<file path="config.mk">
export PLATFORM = sky130hd
export DESIGN_NAME = ef_sram_bridge
export DESIGN_NICKNAME = d
export VERILOG_FILES = /design/src/rtl/ef_sram_bridge.sv
export SDC_FILE = /design/constraint.sdc
export NUM_CORES = 1
export LEC_CHECK = 0
export CORE_MARGIN = 2
export CORE_UTILIZATION = 35
export CTS_CLUSTER_SIZE = 10
export DETAILED_ROUTE_END_ITERATION = 8
export PLACE_DENSITY_LB_ADDON = 0.1
export SETUP_SLACK_MARGIN = 0.2
export SLEW_MARGIN = 10
export SYNTH_ARGS = -nofsm -noshare
export SYNTH_HDL_FRONTEND = slang
export SYNTH_SLANG_ARGS = --single-unit
</file>
<file path="constraint.sdc">
create_clock -name UserCLK -period 4.5 [get_ports UserCLK]
set_input_delay 0.9 -clock UserCLK [delete_from_list [all_inputs] [get_ports UserCLK]]
set_output_delay 0.9 -clock UserCLK [all_outputs]
set_load 0.01 [all_outputs]
</file>
<file path="src/rtl/ef_sram_bridge.sv">
// ef_sram_bridge: registers the fabric SRAM request toward the EF_SRAM macro and
// arbitrates it against a management request/acknowledge port (preload/readback).
// Fabric always wins; management is served only in fabric-idle cycles.
// Optional feature: define EF_SRAM_BRIDGE_TIMEOUT_EN to enable the pending-request
// timeout counter and the mgmt_err response path (otherwise mgmt_err is tied to 0).
// Ports:
//   UserCLK, Reset                 clock, asynchronous active-high reset
//   fab_ad/di/ben/en/r_wb, fab_do  fabric request and held read data
//   mgmt_req/we/ad/wdata/ben       management request, held until mgmt_ack
//   mgmt_ack/err/rdata             one-cycle completion, timeout flag, read data
//   sram_ad/di/ben/en/r_wb         registered macro inputs
//   sram_do                        macro read data, valid the cycle after sampling
module ef_sram_bridge #(
    parameter int AW      = 10,
    parameter int DW      = 32,
    parameter int TIMEOUT = 255
) (
    input  logic          UserCLK,
    input  logic          Reset,
    input  logic [AW-1:0] fab_ad,
    input  logic [DW-1:0] fab_di,
    input  logic [DW-1:0] fab_ben,
    input  logic          fab_en,
    input  logic          fab_r_wb,
    output logic [DW-1:0] fab_do,
    input  logic          mgmt_req,
    input  logic          mgmt_we,
    input  logic [AW-1:0] mgmt_ad,
    input  logic [DW-1:0] mgmt_wdata,
    input  logic [DW-1:0] mgmt_ben,
    output logic          mgmt_ack,
    output logic          mgmt_err,
    output logic [DW-1:0] mgmt_rdata,
    output logic [AW-1:0] sram_ad,
    output logic [DW-1:0] sram_di,
    output logic [DW-1:0] sram_ben,
    output logic          sram_en,
    output logic          sram_r_wb,
    input  logic [DW-1:0] sram_do
);
    typedef enum logic [2:0] {IDLE, PEND, ISSUE, RDWAIT, ACK} state_t;
    state_t state_q, state_d;
    logic [AW-1:0] sram_ad_q, sram_ad_d;
    logic [DW-1:0] sram_di_q, sram_di_d, sram_ben_q, sram_ben_d;
    logic sram_en_q, sram_en_d, sram_r_wb_q, sram_r_wb_d;
    logic [DW-1:0] fab_do_q, fab_do_d, mgmt_rdata_q, mgmt_rdata_d;
    // read tags: {valid, owner}, owner 1 = management
    logic [1:0] tag1_q, tag1_d, tag2_q, tag2_d;
    logic mg_go, tmo;

    // management gets the macro only in a fabric-idle cycle while pending
    assign mg_go = (state_q == PEND) && !fab_en;

`ifdef EF_SRAM_BRIDGE_TIMEOUT_EN
    localparam int CW = (TIMEOUT < 1) ? 1 : $clog2(TIMEOUT + 1);
    logic [CW-1:0] cnt_q, cnt_d;
    logic err_q, err_d;
    // the cycle that would bring the lost-cycle count to TIMEOUT ends the wait
    assign tmo = (state_q == PEND) && fab_en && (cnt_q == CW'(TIMEOUT - 1));
    always_comb begin
        cnt_d = (state_q == IDLE) ? '0 : ((state_q == PEND) && fab_en) ? cnt_q + 1'b1 : cnt_q;
        err_d = (state_q == IDLE) ? 1'b0 : tmo ? 1'b1 : err_q;
    end
    always_ff @(posedge UserCLK or posedge Reset) begin
        if (Reset) begin
            cnt_q <= '0;
            err_q <= 1'b0;
        end else begin
            cnt_q <= cnt_d;
            err_q <= err_d;
        end
    end
    assign mgmt_err = (state_q == ACK) && err_q;
`else
    // never true: without the timeout feature PEND waits for a fabric-idle cycle
    assign tmo      = (TIMEOUT < 0);
    assign mgmt_err = 1'b0;
`endif

    always_comb begin
        state_d = state_q;
        case (state_q)
            IDLE:    state_d = mgmt_req ? PEND : IDLE;
            PEND:    state_d = !fab_en ? ISSUE : tmo ? ACK : PEND;
            ISSUE:   state_d = mgmt_we ? ACK : RDWAIT;
            RDWAIT:  state_d = ACK;
            ACK:     state_d = IDLE;
            default: state_d = IDLE;
        endcase
    end

    always_comb begin
        sram_en_d    = fab_en | mg_go;
        sram_ad_d    = fab_en ? fab_ad   : mg_go ? mgmt_ad    : sram_ad_q;
        sram_di_d    = fab_en ? fab_di   : mg_go ? mgmt_wdata : sram_di_q;
        sram_ben_d   = fab_en ? fab_ben  : mg_go ? mgmt_ben   : sram_ben_q;
        sram_r_wb_d  = fab_en ? fab_r_wb : mg_go ? ~mgmt_we   : sram_r_wb_q;
        tag1_d       = {fab_en ? fab_r_wb : (mg_go & ~mgmt_we), ~fab_en};
        tag2_d       = tag1_q;
        fab_do_d     = (tag2_q == 2'b10) ? sram_do : fab_do_q;
        mgmt_rdata_d = (tag2_q == 2'b11) ? sram_do : mgmt_rdata_q;
    end

    always_ff @(posedge UserCLK or posedge Reset) begin
        if (Reset) begin
            state_q      <= IDLE;
            sram_ad_q    <= '0;
            sram_di_q    <= '0;
            sram_ben_q   <= '0;
            sram_en_q    <= 1'b0;
            sram_r_wb_q  <= 1'b1;
            tag1_q       <= '0;
            tag2_q       <= '0;
            fab_do_q     <= '0;
            mgmt_rdata_q <= '0;
        end else begin
            state_q      <= state_d;
            sram_ad_q    <= sram_ad_d;
            sram_di_q    <= sram_di_d;
            sram_ben_q   <= sram_ben_d;
            sram_en_q    <= sram_en_d;
            sram_r_wb_q  <= sram_r_wb_d;
            tag1_q       <= tag1_d;
            tag2_q       <= tag2_d;
            fab_do_q     <= fab_do_d;
            mgmt_rdata_q <= mgmt_rdata_d;
        end
    end

    assign mgmt_ack   = (state_q == ACK);
    assign sram_ad    = sram_ad_q;
    assign sram_di    = sram_di_q;
    assign sram_ben   = sram_ben_q;
    assign sram_en    = sram_en_q;
    assign sram_r_wb  = sram_r_wb_q;
    assign fab_do     = fab_do_q;
    assign mgmt_rdata = mgmt_rdata_q;
endmodule
</file>
# Word level (Yosys, flattened, before mapping)
# Cells that the tools add are included.
[word_totals] register_bits=147 inputBits=186 output_inout_bits=142 elab_cells=37
[classes] eq_ne=6 n_mux=13 bitwise=4 reduce_logical=4
[ops] operator="32-bit 2-to-1 mux" count=4
[ops] operator="10-bit 2-to-1 mux" count=2
[ops] operator="3-bit one-hot mux with 4 select lines" count=1
[ops] operator="3-bit by 2-bit == test with 1-bit output (second input constant)" count=2
[ops] operator="2-bit == test (second input constant)" count=2
[ops] operator="1-bit 2-to-1 mux" count=4
[ops] operator="3-bit by 1-bit == test with 1-bit output (second input constant)" count=1
[ops] operator="3-bit == test (second input constant)" count=1
[ops] operator="3-bit zero test" count=1
[ops] operator="3-bit 2-to-1 mux" count=1
[ops] operator="2-bit 2-to-1 mux" count=1
[ops] operator="1-bit NOT" count=2
[ops] operator="2-bit nonzero test" count=1
[ops] operator="1-bit bitwise AND" count=1
[ops] operator="1-bit logical AND" count=1
[ops] operator="1-bit zero test" count=1
[ops] operator="1-bit bitwise OR" count=1

# Depth between registers and ports, before layout
# Gate-level depths: netlist (run 1).
[depth] depth_word=4 depth_mapped=6 mapped_depth_nobuf=3

# Worst setup path after synthesis (run 1)
# OpenSTA, ideal clock, no wires.
[synth_path] path_kind="input -> register" startpoint="input port fab_en" endpoint="register sram_ben_q[10], in the netlist sram_ben[10]" setup_time_ns=0.080 t_arrival_ns=1.757 required_time_ns=4.420 slack_ns=2.663 stages=5 path_buffers=3 path_cell_list="buf_2 -> clkbuf_1 -> clkbuf_1 -> a21oi_1 -> a2bb2oi_1"
[synth_via] elab_chain_len=3
[synth_rtl] item="start: declaration" line="23" source="input logic fab_en,"
[synth_rtl] item="1-bit zero test"
[synth_rtl] item="1-bit logical AND" line="52" source="assign mg_go = (state_q == PEND) && !fab_en;"
[synth_rtl] item="2-bit nonzero test (no source line)"
[synth_rtl] item="end signal: assignment" line="120" source="sram_ben_q <= sram_ben_d;"
[synth_rtl] item="end: declaration" line="44" source="logic [DW-1:0] sram_di_q, sram_di_d, sram_ben_q, sram_ben_d;"
# Several ways; a longest one is shown, not always the timed one.
# A chain may end at the register's enable or synchronous reset.

# Final worst setup path (run 1)
[layout_path] startpoint="register state_q[1]" endpoint="output port mgmt_ack"
[layout_via] elab_chain_len=1
[layout_rtl] item="start: declaration" line="42" source="state_t state_q, state_d;"
[layout_rtl] item="start signal: assignment" line="117" source="state_q <= state_d;"
[layout_rtl] item="3-bit == test" line="130" source="assign mgmt_ack = (state_q == ACK);"
[layout_rtl] item="end: declaration" line="31" source="output logic mgmt_ack,"
# No other way between the ends.

==> impl_metrics.yaml, run 1 <==
critical_path:
  cp.arrival_ns: 1.67
  startpoint_type: "register"
  slowest_delay_ns: 0.60
  cpLargestDelayFamily: "buffers and inverters"
  criticalPathCategory: "reg -> out"
  worst-path-buf-inv: 1
  critPathMaxFanout: 7
  endpoint_kind: "primary output"
  crit_chain: "nor3b_1 > clkdlybuf4s50_1"
  cp_slowest_cell: "clkdlybuf4s50_1"
  worstPathRequired_ns: 3.60
grt:
  grt_pass1_wl_um: 29000
  grt_max_degree: 82
  grt_usage_pct: 20.5
  grt_overflow_total: 0
  grt_pass1_vias: 5532
  antenna_found_initial: 2
synth:
  ys.flop_type: "dfrtp_1"
  synth.avg_cell_area_um2: 12.2
  mappedNetlistArea_um2: 6060
  yosysWarnings: 0
  yosysSeqAreaShare_pct: 60.7
  synth_seq_cells: 147
  synth_edf_count: 0
  synth.distinct_cells: 24
  syn_nets: 683
  synthArstFlopShare_pct: 100
  synthCells: 497
layout:
  layout-drive-gt1-share_pct: 13.4
  fin_util_pct: 59.2
  final_common_cell: "clkdlybuf4s50_1"
  fillers: 1409
  fin_area_um2: 10100
  final_cells: 1047
  final_cell_mix: "325 x clkdlybuf4s50_1, 146 x dfrtp_1, 79 x nand2_1"
  multiInputGateArea_um2: 2150
  nNetsFinal: 994
  syn_to_final_growth_pct: 67.1
  seqCellArea_um2: 3680
place:
  dp_cells: 1014
  place_congestion: 0.810
  io_buffer_count: 326
  placed_area_um2: 9450
  hpwlAfterDp_um: 13500
clock_network:
  hold_buffers: 0
  htreeDepth: 4
  numClockSinks: 147
  post_cts_resized: 0
  clk_pin_slew_ns: 0.06
  clk_latency_ns: 0.42
  root_buffer: "clkbuf_16"
  post_cts_buffers: 0
  cts_tree: "yes"
  cts_buffer_depth: 2
  cts_inserted_buffers: 17
timing:
  worst_slew_pin_slew_ns: 1.06
  slew_headroom_pct: 29.2
  period_share_pct: 57.2
  hold_viol: 0
  max_freq_mhz: 389
  finalCriticalPeriod_ns: 2.57
  tns_ns: 0
  maxSlewViolCount: 0
  skew_ns: 0.00707
  setup_viol: 0
  rsz0062_at_grt: "false"
route:
  postRouteWirelength_um: 19000
  ant_nets: 0
  drtIter0Drc: 168
  avgViaCountPerCell: 4.92
  dr.pass1.iters: 4
  drcViolationCount: 0
  wl_per_cell_um: 18.1
  via_count: 5149
floorplan:
  ios: 328
  start_util_pct: 35.4
  design.die.area_um2: 18400
  core.rowCount: 48
  die_y_um: 136
  die_w_um: 136
  core-area_um2: 17100
run:
  drv_cap: 0
worst_hold_path:
  hp-class: "reg -> reg"
power_and_ir_drop:
  ir_drop_v: 0.000257
  power.leakage_uw: 0.00429
  power.density_nw_per_um2: 593
run_status:
  status: "finished, final reports clean"
-- cell usage after synthesis, drive strengths merged (2+ instances only) --
master | n | share of area [%]
buf | 22 | 2.6
mux2 | 64 | 12
a2bb2oi | 74 | 11
dfrtp | 146 | 60
clkbuf | 20 | 1.2
nor3b | 3 | 0.37
nand3 | 2 | 0.25
a21oi | 76 | 6.3
nand2 | 79 | 4.9
-- flip-flops by register name, summed over array words and instances, names as in the netlist --
signal and cells:
sram_r_wb 1, sram_ben 32, sram_ad 10, fab_do 32, tag2_q 2, tag1_q 2
mgmt_rdata 32, state_q 3, sram_di 32, sram_en 1
-- metrics by stage --
step	hold slack [ns]	total power, uW	setup slack (ns)
after floorplan	0.331	3170	1.75
after global placement	0.334	4380	2.05
after detailed placement	0.336	4440	1.96
after CTS	0.350	6080	1.88
after global routing	0.361	6330	1.85
final	0.348	6000	1.93
-- cells by family (layout without fill, tap and decap cells) --
family	count (synthesis)	count (layout)	synth area share (%)
other	1	2	0.0619
muxes	65	65	12.1
and+or+nand+nor	90	90	6.23
AOI/OAI and AO/OA	150	150	17.0
buffers and inverters	44	368	3.98
DFF	147	147	60.7
-- layer usage --
layer  wire length (um)  global-route usage [%]  up-vias
li1                   -                       -     2399
met1               7190                    23.2     2494
met2               9720                    35.7      229
met3               1720                    7.18       27
met4                371                    7.81        0
met5                  0                       0        -
-- layout make-up --
| cell class | instances | area share, % |
|---|---|---|
| diodes | 1 | 0.0247 |
| multi-input cells | 306 | 21.2 |
| inverters | 2 | 0.111 |
| flip-flops and latches | 147 | 36.3 |
| repair buffers | 334 | 32.9 |
| well taps | 225 | 2.78 |
| clock buffers | 18 | 4.24 |
| clock inverters | 14 | 2.47 |
-- path summary, 6_finish.rpt --
check                           depth (start not counted)  slack, ns        from              to
worst min-delay path                                    0       0.35   tag1_q[0]       tag2_q[0]
worst max-delay path                                    2       1.93  state_q[1]        mgmt_ack
worst min register to register                          0       0.35   tag1_q[0]       tag2_q[0]
max in group asynchronous                               3       2.67       Reset  mgmt_rdata[30]
worst max register to register                          4       2.36  state_q[1]       sram_r_wb
min in group asynchronous                               2       0.94       Reset   mgmt_rdata[8]
-- report_power, final --
| part | internal [uW] | switching [uW] |
|---|---|---|
| logic | 1290 | 1060 |
| registers | 1770 | 257 |
| clock network | 1050 | 569 |
| total | 4110 | 1890 |
No activity file was read; power rests on OpenSTA's default activity.
==> run 2, diff against run 1 <==
CORE_UTILIZATION = 39   (was 35)
clock period = 2.5 ns   (was 4.5 ns; I/O delays follow)
==> run 2 against run 1 <==
Net effect: critical path depth did not move; worst hold slack better by 0.0026 ns; wire length fell by 1.5%; power increased by 77%; combinational power rose by 83%; sequential power up 79%; setup slack worse by 1.6 ns; die area fell by 10%; global-route usage is 2.2 points higher; clock skew grew 0.0032 ns; utilization increased by 7.3 points; sequential cell count is the same; critical endpoint unchanged.
==> impl_metrics.yaml, run 2 (synthesis results as in run 1) <==
floorplan:
  ios: 328
  die_y_um: 129
  start_util_pct: 39.9
  core-area_um2: 15200
  die_w_um: 129
  core.rowCount: 45
  design.die.area_um2: 16600
route:
  wl_per_cell_um: 18.5
  drtIter0Drc: 183
  drcViolationCount: 0
  avgViaCountPerCell: 5.18
  postRouteWirelength_um: 18700
  ant_nets: 0
  via_count: 5247
  dr.pass1.iters: 4
clock_network:
  post_cts_resized: 0
  cts_tree: "yes"
  htreeDepth: 4
  cts_buffer_depth: 2
  post_cts_buffers: 0
  clk_latency_ns: 0.42
  numClockSinks: 147
  clk_pin_slew_ns: 0.06
  cts_inserted_buffers: 17
  hold_buffers: 0
  root_buffer: "clkbuf_16"
power_and_ir_drop:
  power.density_nw_per_um2: 1050
  power.leakage_uw: 0.00430
  ir_drop_v: 0.000756
critical_path:
  cp.arrival_ns: 1.65
  timing.rr.end: "sram_di[0]"
  slowest_delay_ns: 0.59
  crit_chain: "nor3b_1 > clkdlybuf4s50_1"
  worstPathRequired_ns: 2.00
  endpoint_kind: "primary output"
  reg2reg_from: "state_q[1]"
  criticalPathCategory: "reg -> out"
  worst-path-buf-inv: 1
  startpoint_type: "register"
  critPathMaxFanout: 7
  cpLargestDelayFamily: "buffers and inverters"
  worst-r2r-cell-count: 4
  r2r_slack_ns: 0.72
  cp_slowest_cell: "clkdlybuf4s50_1"
timing:
  setup_viol: 0
  finalCriticalPeriod_ns: 2.15
  worst_slew_pin_slew_ns: 0.615
  period_share_pct: 85.9
  rsz0062_at_grt: "false"
  maxSlewViolCount: 0
  hold_viol: 0
  tns_ns: 0
  max_freq_mhz: 466
  skew_ns: 0.0103
  slew_headroom_pct: 59.0
layout:
  fin_util_pct: 66.5
  layout-drive-gt1-share_pct: 13.8
  final_cell_mix: "325 x clkdlybuf4s50_1, 146 x dfrtp_1, 79 x nand2_1"
  syn_to_final_growth_pct: 66.7
  num_antenna_cells: 0
  final_common_cell: "clkdlybuf4s50_1"
  nNetsFinal: 997
  fillers: 1145
worst_hold_path:
  hold_start: "tag1_q[0]"
  hp-class: "reg -> reg"
  hold-path-cell-count: 0
  hold_end: "tag2_q[0]"
place:
  io_buffer_count: 326
  place_congestion: 0.785
  hpwlAfterDp_um: 13500
grt:
  grt_pass1_vias: 5629
  grt_usage_pct: 22.7
  antenna_found_initial: 0
  grt_pass1_wl_um: 28900
  grt_overflow_total: 0
  grt_max_degree: 94
run_status:
  status: "finished, final reports clean"
run:
  drv_cap: 0
-- run 2: changes by cell type in the layout (fill, tap and decap cells not counted), moves of 2 or more --
cell	change
clkbuf_8	+2
clkinv_4	+3
bufinv_16	-3
buf_12	+4
-- run 2: worst register-to-register path: stages (launching register included) --
cell       delay [ns]
dfrtp_1          0.43
or3b_2           0.76
buf_12           0.29
nand2_1          0.13
a2bb2oi_1        0.07
-- run 2: worst max path at each step --
stage,from,end,slack [ns],cells after the start
3_5_place_dp,fab_en,state_q[1],0.66,5
2_1_floorplan,Reset,fab_do[0],0.15,1
5_1_grt,state_q[1],mgmt_ack,0.24,2
3_3_place_gp,fab_en,state_q[1],0.69,5
4_1_cts,state_q[1],mgmt_ack,0.31,2
6_report,state_q[1],mgmt_ack,0.35,2
-- run 2: final cells by class --
cell class	instances	area (um^2)	share of cell area, %
Tap cell	188	235	2.33
Timing Repair Buffer	337	3400	33.7
Multi-Input combinational cell	306	2150	21.2
Inverter	2	11.3	0.111
Clock buffer	19	453	4.48
Sequential cell	147	3680	36.4
Clock inverter	13	175	1.73
-- run 2: metrics by stage --
stage | total power [uW] | cell area [um^2] | std cells | hold slack, ns | setup WS (ns)
5_1_grt | 11200 | 10100 | 1012 | 0.353 | 0.241
2_1_floorplan | 5710 | 6070 | 497 | 0.331 | 0.154
6_report | 10600 | 10100 | 1012 | 0.351 | 0.353
3_3_place_gp | 7890 | 9480 | 980 | 0.333 | 0.690
4_1_cts | 10700 | 10100 | 1012 | 0.353 | 0.313
3_5_place_dp | 8010 | 9480 | 980 | 0.340 | 0.662
-- run 2: power by group --
part | switching, uW | internal (uW)
logic | 1930 | 2370
clock network | 1040 | 1640
registers | 448 | 3190
-- run 2: layer usage --
layer  vias to the layer above  global-route usage (%)  share of wire [%]
li1                       2399                       -                  -
met1                      2550                    26.1                 38
met2                       252                    38.8                 50
met3                        46                    7.48                8.8
met4                         0                    10.4                3.2
met5                         -                       0                  0
==> run 3, diff against run 2 <==
ABC_AREA = 1   (was default)
CORE_UTILIZATION = 40   (was 39)
==> run 3 against run 2 <==
Net effect: first-iteration DRC count grew 130%; final cell count grew 34%; utilization shrank 0.49 points; combinational power shrank 4%; via count grew 21%; largest cell class unchanged; largest power group unchanged.
==> impl_metrics.yaml, run 3 <==
critical_path:
  startpoint_type: "register"
  cp_slowest_cell: "clkdlybuf4s50_1"
  criticalPathCategory: "reg -> out"
  worstPathRequired_ns: 2.00
  cp.arrival_ns: 1.63
  critPathMaxFanout: 4
  slowest_delay_ns: 0.60
  reg2reg_from: "state_q[2]"
  crit_path_start: "state_q[1]"
  endpoint_kind: "primary output"
  worst-r2r-cell-count: 6
  crit_chain: "nor3_1 > clkdlybuf4s50_1"
route:
  drtIter0Drc: 412
  ant_nets: 0
  via_count: 6369
  dr.pass1.iters: 4
  wl_per_cell_um: 14.6
  avgViaCountPerCell: 4.68
  drcViolationCount: 0
  postRouteWirelength_um: 19800
layout:
  syn_to_final_growth_pct: 60.9
  fillers: 1424
  final_cell_mix: "439 x nand2_1, 325 x clkdlybuf4s50_1, 146 x dfrtp_1"
  multiInputGateArea_um2: 2410
  final_common_cell: "nand2_1"
  layout-drive-gt1-share_pct: 4.28
  seqCellArea_um2: 3680
  num_antenna_cells: 0
  nNetsFinal: 1317
run_status:
  status: "finished, final reports clean"
power_and_ir_drop:
  power_frac_seq_pct: 35.8
  ir_drop_v: 0.000522
  p_int_uw: 6980
  swShare_pct: 33.3
  comb_power_share_pct: 39.5
  p_clk_share_pct: 24.7
  power.leakage_uw: 0.00520
  p_switching_uw: 3480
  power.density_nw_per_um2: 995
timing:
  max_freq_mhz: 470
  tns_ns: 0
  period_share_pct: 85.2
  maxSlewViolCount: 0
  setup_viol: 0
  slew_headroom_pct: 46.8
  rsz0062_at_grt: "false"
  finalCriticalPeriod_ns: 2.13
  whs_ns: 0.346
  worst_slew_pin_slew_ns: 0.798
  hold_viol: 0
  skew_ns: 0.00852
synth:
  mappedNetlistArea_um2: 6540
  syn_nets: 1016
  yosysSeqAreaShare_pct: 56.3
  synthTopCellsByArea: "dfrtp_1 56%, nand2_1 25%, nand3_1 6.0%"
  synth_top_area_share_pct: 55.9
  ys.flop_type: "dfrtp_1"
  yosysWarnings: 0
  synth.avg_cell_area_um2: 7.88
  synthArstFlopShare_pct: 100
  synth_edf_count: 0
  synth_area_leader_cell: "dfrtp_1"
  synth.distinct_cells: 18
  synth_common_cells: "439 x nand2_1, 146 x dfrtp_1, 78 x nand3_1"
  synth.most_common_cell: "nand2_1"
  synthCells: 830
  synth_seq_cells: 147
clock_network:
  hold_buffers: 0
  root_buffer: "clkbuf_16"
  cts_buffer_depth: 2
  post_cts_resized: 0
  cts_tree: "yes"
  post_cts_buffers: 0
  cts_inserted_buffers: 17
  htreeDepth: 4
  clk_pin_slew_ns: 0.06
  clk_latency_ns: 0.42
  numClockSinks: 147
grt:
  grt_pass1_vias: 6255
  grt_overflow_total: 0
  grt_max_degree: 151
  grt_pass1_wl_um: 32200
  antenna_found_initial: 0
  grt_usage_pct: 23.1
place:
  io_buffer_count: 326
  place_congestion: 0.804
  hpwlAfterDp_um: 13900
worst_hold_path:
  hp-class: "reg -> reg"
  hold-path-cell-count: 0
  hold_start: "tag1_q[0]"
floorplan:
  die_w_um: 132
  design.die.area_um2: 17400
  core-area_um2: 15900
  start_util_pct: 41.0
  core.rowCount: 46
  ios: 328
  die_y_um: 132
run:
  drv_cap: 0
[run 3: changes by cell type in the layout (fill, tap and decap cells not counted), sizes merged, moves of 37 or more]
cell,before,now
nand2,79,440
o21ai,0,66
inv,4,41
a21oi,76,0
a2bb2oi,74,0
nand3,2,79
mux2,64,0
[run 3: worst max-delay path: cells and delay by family (launching register included)]
kind | cells | cell delay [ns]
DFF | 1 | 0.42
buffers and inverters | 1 | 0.60
and+or+nand+nor | 1 | 0.20
[run 3: power groups by stage]
| stage | Combinational, uW | Clock (uW) | Sequential (uW) |
|---|---|---|---|
| floorplan | 1320 | 0 | 4140 |
| global placement | 4140 | 0 | 3730 |
| detailed placement | 4180 | 0 | 3760 |
| CTS | 4190 | 2640 | 3740 |
| global route | 4510 | 2740 | 3850 |
| finish | 4130 | 2590 | 3740 |
[run 3: path summary, 6_finish.rpt]
check / slack [ns] / to
setup / recovery: 0.37 / mgmt_ack
hold / removal: 0.35 / tag2_q[0]
setup reg to reg: 0.83 / sram_r_wb
hold reg to reg: 0.35 / tag2_q[0]
max in group asynchronous: 1.50 / fab_do[11]
min in group asynchronous: 0.58 / fab_do[17]
[run 3: cell families (layout without fill, tap and decap cells)]
group                  Yosys count  count (layout)  share of synthesized area, %
and+or+nand+nor                524             524                          31.8
AOI/OAI and AO/OA               66              66                          5.05
buffers and inverters           92             406                          6.81
DFF                            147             147                          56.3
other                            1               1                        0.0574
[run 3: cell type report]
cell class | count | share of cell area (%)
clock buffer | 20 | 4.44
clock inverter | 12 | 1.37
inverter | 38 | 1.42
multi-input combinational | 591 | 22.9
sequential | 147 | 35.0
tap | 216 | 2.57
timing repair buffer | 336 | 32.3
[run 3: routing by layer]
metal	wire [um]	up-vias	track usage [%]	part of all wire [%]
li1	-	3181	-	-
met2	9720	234	39.2	49
met4	478	0	8.09	2.4
met5	0	-	0	0
met3	1570	29	8.04	7.9
met1	8070	2925	27.4	41
[run 3: through the flow]
| stage | area (um^2) | setup WS (ns) | utilization [%] | cells | total power (uW) |
|---|---|---|---|---|---|
| after CTS | 10500 | 0.358 | 66.0 | 1360 | 10600 |
| final | 10500 | 0.371 | 66.0 | 1360 | 10500 |
| after global placement | 9910 | 0.798 | 62.1 | 1328 | 7870 |
| after detailed placement | 9910 | 0.781 | 62.1 | 1328 | 7940 |
| after floorplan | 6540 | 0.154 | - | 830 | 5460 |
| after global routing | 10500 | 0.291 | 66.0 | 1360 | 11100 |
